$ cat config.mk
export PLATFORM = sky130hd
export DESIGN_NAME = snake_step_ctrl
export DESIGN_NICKNAME = d
export VERILOG_FILES = /design/src/rtl/snake_step_ctrl.sv
export SDC_FILE = /design/constraint.sdc
export NUM_CORES = 1
export LEC_CHECK = 0
export CAP_MARGIN = 20
export CORE_UTILIZATION = 41
export DETAILED_ROUTE_END_ITERATION = 6
export GPL_TIMING_DRIVEN = 0
export PLACE_DENSITY = 0.67
export REMOVE_ABC_BUFFERS = 1
export SKIP_CTS_REPAIR_TIMING = 1
export SLEW_MARGIN = 10
export SYNTH_ARGS = -nofsm -noshare
export SYNTH_HDL_FRONTEND = slang
export SYNTH_SLANG_ARGS = --single-unit
$ cat constraint.sdc
create_clock -name clk -period 6.6 [get_ports clk]
set_clock_uncertainty 0.05 [all_clocks]
set_input_delay 1.32 -clock clk [delete_from_list [all_inputs] [get_ports clk]]
set_output_delay 1.32 -clock clk [all_outputs]
set_load 0.005 [all_outputs]
$ cat src/rtl/snake_step_ctrl.sv
// Snake movement-step sequencer: next-head calc, wall check,
// serial self-collision scan and body shift/grow commit.
module snake_step_ctrl #(
  parameter int MAX_LENGTH = 30,
  parameter int LEN_W      = $clog2(MAX_LENGTH+1)
) (
  input  logic                       clk,
  input  logic                       rst,
  input  logic                       step,
  input  logic [1:0]                 dir,
  input  logic [7:0]                 apple,
  output logic [MAX_LENGTH-1:0][3:0] body_x,
  output logic [MAX_LENGTH-1:0][3:0] body_y,
  output logic [LEN_W-1:0]           length,
  output logic                       busy,
  output logic                       done,
  output logic                       ate,
  output logic                       collision
);

  localparam int IDX_W = $clog2(MAX_LENGTH);
  localparam logic [LEN_W-1:0] ONE = LEN_W'(1);
  localparam logic [LEN_W-1:0] MAXL = LEN_W'(MAX_LENGTH);

  typedef enum logic [1:0] {
    IDLE, SCAN, UPDATE, DEAD
  } state_t;

  state_t state;
  logic [LEN_W-1:0] idx;
  logic [7:0] next_head;

  logic [3:0] hx, hy, nx, ny;
  logic wall;
  logic [IDX_W-1:0] sidx;
  logic seg_hit;

  assign hx = body_x[0];
  assign hy = body_y[0];
  assign sidx = idx[IDX_W-1:0];
  assign seg_hit = ({body_y[sidx], body_x[sidx]} == next_head);

  always_comb begin
    nx = hx;
    ny = hy;
    wall = 1'b0;
    unique case (dir)
      2'b00: begin wall = (hy == 4'd0);  ny = hy - 4'd1; end
      2'b01: begin wall = (hy == 4'd15); ny = hy + 4'd1; end
      2'b10: begin wall = (hx == 4'd0);  nx = hx - 4'd1; end
      2'b11: begin wall = (hx == 4'd15); nx = hx + 4'd1; end
    endcase
  end

  always_ff @(posedge clk) begin
    if (rst) begin
      state     <= IDLE;
      idx       <= ONE;
      next_head <= '0;
      body_x    <= '0;
      body_y    <= '0;
      body_x[0] <= 4'd8;
      body_x[1] <= 4'd7;
      body_x[2] <= 4'd6;
      body_y[0] <= 4'd8;
      body_y[1] <= 4'd8;
      body_y[2] <= 4'd8;
      length    <= LEN_W'(3);
      busy      <= 1'b0;
      done      <= 1'b0;
      ate       <= 1'b0;
      collision <= 1'b0;
    end else begin
      done <= 1'b0;
      ate  <= 1'b0;
      unique case (state)
        IDLE: begin
          if (step) begin
            next_head <= {ny, nx};
            if (wall) begin
              state     <= DEAD;
              collision <= 1'b1;
              done      <= 1'b1;
            end else begin
              idx   <= ONE;
              busy  <= 1'b1;
              state <= SCAN;
            end
          end
        end
        SCAN: begin
          if (seg_hit) begin
            state     <= DEAD;
            busy      <= 1'b0;
            collision <= 1'b1;
            done      <= 1'b1;
          end else if (idx == length - ONE) begin
            state <= UPDATE;
          end else begin
            idx <= idx + ONE;
          end
        end
        UPDATE: begin
          // Shift in the new head; the last slot falls off the end.
          body_x <= {body_x[MAX_LENGTH-2:0], next_head[3:0]};
          body_y <= {body_y[MAX_LENGTH-2:0], next_head[7:4]};
          if (next_head == apple) begin
            ate <= 1'b1;
            if (length != MAXL) length <= length + ONE;
          end
          done  <= 1'b1;
          busy  <= 1'b0;
          state <= IDLE;
        end
        DEAD: ;
      endcase
    end
  end

endmodule

### Word level (Yosys, flattened, before mapping)

Cells that the tools add are included.

* register bits: 264

* add/sub/neg operators: 7
* muxes and demuxes: 30
* order comparisons: 1
* equal/unequal tests: 18
* reductions and logical operators: 13
* bitwise operators: 1

Operators with widths (count)
* binary-select mux 4 bit (select 5 bit): 2
* 2-to-1 mux 5 bit: 4
* == test 8 bit: 2
* case mux 4 bit (2 select lines): 2
* != test 2 bit, second input constant: 6
* adder 5 x 1 -> 5 bit, second input constant: 2
* 2-to-1 mux 1 bit: 10
* case mux 5 bit (2 select lines): 1
* adder 4 x 1 -> 4 bit, second input constant: 2
* == test 4 bit, second input constant: 2
* logical NOT 4 bit: 2
* 2-to-1 mux 2 bit: 4
* 2-to-1 mux 4 bit: 2
* AND reduction 4 bit: 2
* subtractor 4 x 1 -> 4 bit, second input constant: 2
* == test 2 bit, second input constant: 3
* less-than comparator 5 x 6 -> 1 bit, second input constant: 1
* case mux 1 bit (3 select lines): 2
* case mux 2 bit (3 select lines): 1
* AND reduction 3 bit: 2
* == test 5 bit: 1
* != test 5 bit, second input constant: 1
* AND reduction 5 bit: 1
* subtractor 5 x 1 -> 5 bit, second input constant: 1
* other kinds (10): 12

### Longest topological paths before layout

Gate-level depths: netlist of the first run.

* depth after elaboration: 5
* depth in mapped cells: 14
* gate-level depth less buffers: 10

### Worst setup path after synthesis of the first run

Ideal clock, no wire load.

* kind: in2reg
* from: in dir[0]
* to: reg idx[3]
* path buffers: 0
* setup time: 0.074 ns
* data arrival time: 3.145 ns
* required time: 6.476 ns
* setup slack: 3.331 ns
* stages on the path: 6
* cells stage by stage: mux4_2 -> o21a_1 -> nand2b_1 -> nor2_1 -> or4b_2 -> a31oi_1

* cells in the longest elaborated chain, start to end: 4
* elaborated cells on any way between the ends: 7
* classes of those cells: eq/ne: 4; mux: 1; reduce/logical: 2

RTL lines
* start: declaration: line 10 `input logic [1:0] dir,`
* == test 2 bit, or another cell as far along: line 47 `unique case (dir)`
* case mux 1 bit (4 select lines) (*): line 47
* != test 2 bit (no source line) (*)
* AND reduction 5 bit (no source line) (*)
* end signal: assignment: line 100 `idx <= idx + ONE;`
* end: declaration: line 30 `logic [LEN_W-1:0] idx;`

Every way passes the cells marked *; elsewhere a longest branch is shown, timed or not.
A chain may end at the register's enable or synchronous reset.

### Final worst setup path of the first run

* from: reg idx[2]
* to: reg idx[0]

* cells in the longest elaborated chain, start to end: 5
* elaborated cells on any way between the ends: 9
* classes of those cells: eq/ne: 4; mux: 4; reduce/logical: 1

RTL lines
* binary-select mux 4 bit (select 5 bit): line 41 `assign seg_hit = ({body_y[sidx], body_x[sidx]} == next_head);`
* 2-to-1 mux 4 bit (not written as such): line 41
* == test 8 bit: line 41
* != test 2 bit (no source line)
* AND reduction 5 bit (no source line) (*)

Every way passes the cells marked *; elsewhere a longest branch is shown, timed or not. The select of a mux whose other input is x is not followed.

==> impl_metrics.ini, run 1 <==
[setup_path]
cp-start-kind = flip-flop
endpoint_kind = flip-flop
arrival_ns = 4.75
crit_required_ns = 6.99
path_class = reg -> reg
cp_max_fo = 53

[synthesis]
synth-seq-area-share = 0.4281
synth_cells = 1215
synth-seq-cells = 264
yosysWarningCount = 0
synth_edf_count = 0
ys_types = 65
syn_area_per_cell_sq_um = 10.16
synth_flop_cell = dfxtp_1
async_reset_ff_frac = 0
syn-cell-area_sq_um = 12350

[die]
die_w_um = 175.5
core_sq_um = 29640
ios = 262
num_rows = 63
die_area_sq_um = 30810
die_h_um = 175.5
initial_utilization = 0.4166

[sta]
min_period_ns = 4.358
drv_slew = 0
hold_viol_final = 0
fmax_ghz = 0.2295
worst_pin_slew_ns = 0.8775
holdWs_ns = 0.4060
period_share = 0.6603
setup_violations = 0
slew-limit-headroom = 0.4150
rsz0062_at_grt = no

[cts]
clock-sinks = 264
path_clk_slew_ns = 0.06
cts_root_buf = clkbuf_16
numCtsBuffers = 30
cts_max_path_buffers = 3
tritoncts = done
insertion_delay_ns = 0.54
htree_levels = 1

[cells_and_area]
num-nets-final = 1455
stdcell_area_sq_um = 16340
final.fill_count = 2617
area_delta_synth_final_pct = 32.33
diodes = 0
drive_above_1_share = 0.08207
final_cells = 1840

[global_route]
antenna_found_initial = 0
grt_use_total = 0.2173
grt_pass1_wl_um = 53720
grt_max_degree = 140
first_global_vias = 9370
grt_overflow = 0

[route]
first_pass_iters = 4
wl_um = 34360
num_vias = 9829
ant_nets = 0
viasPerCell = 5.342
post_drt_wl_per_cell_um = 18.67
route.detailed.drc = 0
drt_iter0_markers = 592

[power_and_ir_drop]
pwr-share-comb = 0.227
p_leak_nw = 5.474
p_per_area_nw_per_um2 = 272.8
ir_drop_v = 0.0001739
seqPwrFrac = 0.397
internal_power_mw = 3.160
switchingPower_mw = 1.297
switching_share = 0.2910
clockPowerShare = 0.376

[worst_hold_path]
hp-class = reg -> reg

[place]
place_inst = 1785
gp_congestion = 0.7842
portBuffers = 261
dp_hpwl_um = 22630
placed_area_sq_um = 15310

[flow_run]
max-cap-violations = 0

[outcome]
status = finished, final reports clean
synth_stat cells (all sizes together), types with 13 or more instances:
library cell	n	area [sq um]
a21oi	17	85.08
buf	37	206.4
clkbuf	54	202.7
dfxtp	264	5285
inv	13	48.80
mux2i	283	2833
mux4	36	825.8
nand2	30	112.6
nor2	257	964.7
nor2b	16	100.1
o21ai	15	75.07
xnor2	14	122.6
xor2	16	140.1
area by class of cell:
cell class	instances	area (sq um)	area share
Clock buffer	48	929.6	0.05690
Clock inverter	6	80.08	0.004901
Inverter	14	52.55	0.003216
Multi-Input combinational cell	846	6613	0.4047
Sequential cell	264	5298	0.3242
Tap cell	390	488.0	0.02987
Timing Repair Buffer	272	2878	0.1761
registers in the layout, indices dropped and copies added, names as in the netlist, 2 cells and up:
name	count
body_x	116
body_y	116
next_head	8
idx	5
length	5
hx	4
hy	4
state	2
through the flow:
| stage | setup TNS [ns] | worst slack [ns] | util | total power, mW |
|---|---|---|---|---|
| finish | 0 | 2.242 | 0.5513 | 4.457 |
| global route | 0 | 1.974 | 0.5513 | 4.648 |
| CTS | 0 | 2.144 | 0.5507 | 4.510 |
| detailed placement | 0 | 2.150 | 0.5167 | 2.819 |
| global placement | -1441.86 | -7.815 | 0.5074 | 3.178 |
| floorplan | -639.97 | -3.834 | - | 2.757 |
routing by layer:
metal,track usage,routed length (um)
met4,0.05978,827
met1,0.2878,15470
met5,0,0
met3,0.04913,2188
met2,0.3545,15870
critical path: stages, from the launching register on:
cell	delay, ns
dfxtp_4	0.89
clkinv_1	0.78
mux2_2	0.49
o221ai_1	0.23
o311ai_1	0.23
xnor2_1	0.21
nand4_1	0.17
nor4_4	0.72
o21ai_0	0.16
a31o_2	0.27
kinds of logic after synthesis:
logic type,after synthesis,share of synthesized area
compound gates,108,0.06374
xor+xnor,30,0.02128
fa+ha+maj,14,0.01540
buf+inv,105,0.03739
flops,264,0.4281
mux,328,0.3045
simple gates,366,0.1296
layout by cell type, fill, tap and decap left out, drive strengths merged, types with 11 or more instances in the layout:
cell type / instances
inv: 13
o21ai: 15
clkdlybuf4s50: 260
xnor2: 14
a21oi: 17
buf: 12
nand2b: 12
clkbuf: 48
a22oi: 11
mux2i: 283
dfxtp: 264
xor2: 16
nor2b: 16
nand3: 12
nand2: 30
mux4: 36
ha: 12
nor2: 257
power by group through the flow:
stage          clock network (mW)  logic (mW)  registers, mW
2_1_floorplan                   0       0.963           1.79
4_1_cts                      1.72        1.02           1.77
3_5_place_dp                    0        1.01           1.81
3_3_place_gp                    0        1.31           1.87
5_1_grt                      1.78        1.09           1.78
6_report                     1.68        1.01           1.77
worst paths after layout:
check                 start        end  slack, ns  cells after the start
hold / removal    collision  collision       0.41                      2
setup / recovery     idx[2]     idx[0]       2.24                      9
hold reg to reg   collision  collision       0.41                      2
setup reg to reg     idx[2]     idx[0]       2.24                      9
No activity file was read; power rests on OpenSTA's default activity.
==> run 2, diff against run 1 <==
- clock period: 6.6 -> 4.1 ns (I/O delays scaled with it)
==> run 2 against run 1 <==
  * Register-to-register slack worse by 2.0 ns
  * Largest cell class unchanged
  * Setup slack worse by 2.0 ns
  * Fmax is 14% higher
==> impl_metrics.ini, run 2 (synthesis results as in run 1) <==
[global_route]
grt_overflow = 0
grt_use_total = 0.2173
grt_max_degree = 140
first_global_vias = 9370
grt_pass1_wl_um = 53720
antenna_found_initial = 0

[route]
wl_um = 34630
met1Wirelength_um = 15520
wl_met2_um = 16030
wl_met3_um = 2221
drt_iter0_markers = 552
first_pass_iters = 5
ant_nets = 0
route.detailed.drc = 0
top_layer = met4
viasPerCell = 5.338
num_vias = 9833
post_drt_wl_per_cell_um = 18.80

[flow_run]
max-cap-violations = 0

[cells_and_area]
stdcell_area_sq_um = 16380
final.fill_count = 2613
top_regs = body_x (116), body_y (116), next_head (8)
diodes = 0
layout_commonest_cell = mux2i_1
fin_util = 0.5527
area_delta_synth_final_pct = 32.68
mostFrequentLayoutCells = mux2i_1 (283), dfxtp_1 (260), clkdlybuf4s50_1 (260), nor2_1 (257), mux4_2 (32)
num-nets-final = 1457
drive_above_1_share = 0.08402

[outcome]
status = finished, final reports clean

[sta]
fmax_ghz = 0.2612
drv_slew = 0
setup_violations = 0
worst_pin_slew_ns = 0.8745
period_share = 0.9337
tns_ns = 0
fin_ws_ns = 0.2719
slew-limit-headroom = 0.4170
rsz0062_at_grt = no
hold_viol_final = 0
holdWs_ns = 0.4040
min_period_ns = 3.828

[die]
initial_utilization = 0.4166
die_area_sq_um = 30810
num_rows = 63
die_h_um = 175.5
core_sq_um = 29640
die_w_um = 175.5
ios = 262

[place]
portBuffers = 261
placed_area_sq_um = 15310
gp_congestion = 0.7842
dp_hpwl_um = 22630
pre_cts_ws_ns = -0.3504

[setup_path]
cp-start-kind = flip-flop
path_class = reg -> reg
crit_required_ns = 4.49
reg2reg_setup_slack_ns = 0.27
arrival_ns = 4.22
endpoint_kind = flip-flop
cp_max_fo = 42

[cts]
path_clk_slew_ns = 0.06
htree_levels = 1
tritoncts = done
numCtsBuffers = 30
clock-sinks = 264
cts_root_buf = clkbuf_16
insertion_delay_ns = 0.55
cts_max_path_buffers = 3

[power_and_ir_drop]
ir_drop_v = 0.0002805
p_leak_nw = 5.490
p_per_area_nw_per_um2 = 438.2

[worst_hold_path]
hp-class = reg -> reg
run 2: changes by cell type in the layout (fill, tap and decap cells not counted), sizes merged:
| cell | change |
|---|---|
| clkinvlp | +1 |
| buf | +2 |
| clkinv | -1 |
run 2: final cells by class:
cell class | instances | area (sq um) | share of cell area
Inverter | 14 | 56.30 | 0.003437
Clock inverter | 6 | 80.08 | 0.004888
Clock buffer | 48 | 929.6 | 0.05675
Multi-Input combinational cell | 846 | 6613 | 0.4036
Sequential cell | 264 | 5298 | 0.3234
Tap cell | 390 | 488.0 | 0.02979
Timing Repair Buffer | 274 | 2918 | 0.1781
run 2: worst paths after layout:
kind | from | endpoint | cells after the start
max | idx[0] | idx[0] | 11
min | collision | collision | 2
max reg2reg | idx[0] | idx[0] | 11
min reg2reg | collision | collision | 2
run 2: stage by stage:
stage	instances	power, mW
detailed placement	1785	4.537
global placement	1775	4.814
finish	1842	7.179
global route	1842	7.487
floorplan	1124	4.439
CTS	1839	7.259
run 2: layer usage:
layer / vias up / global-route usage
met1: 4817 / 0.2878
met2: 239 / 0.3545
met3: 47 / 0.04913
met5: - / 0
met4: 0 / 0.05978
li1: 4730 / -
run 2: critical path, cell delays in order (launching register included):
cell and delay (ns):
dfxtp_4 0.59, buf_16 0.30, mux4_1 0.61, and2_1 0.17, a211oi_1 0.32, o211ai_1 0.22, xnor2_1 0.17, nand4_1 0.16
nor4_4 0.06, buf_12 0.16, or4b_2 0.63, a31o_2 0.25
run 2: where the power goes:
| part | leakage [nW] | internal [mW] | switching, mW |
|---|---|---|---|
| Combinational | 2.86 | 0.781 | 0.851 |
| Clock | 0.500 | 1.66 | 1.04 |
| Sequential | 2.13 | 2.65 | 0.196 |
| Total | 5.49 | 5.09 | 2.09 |
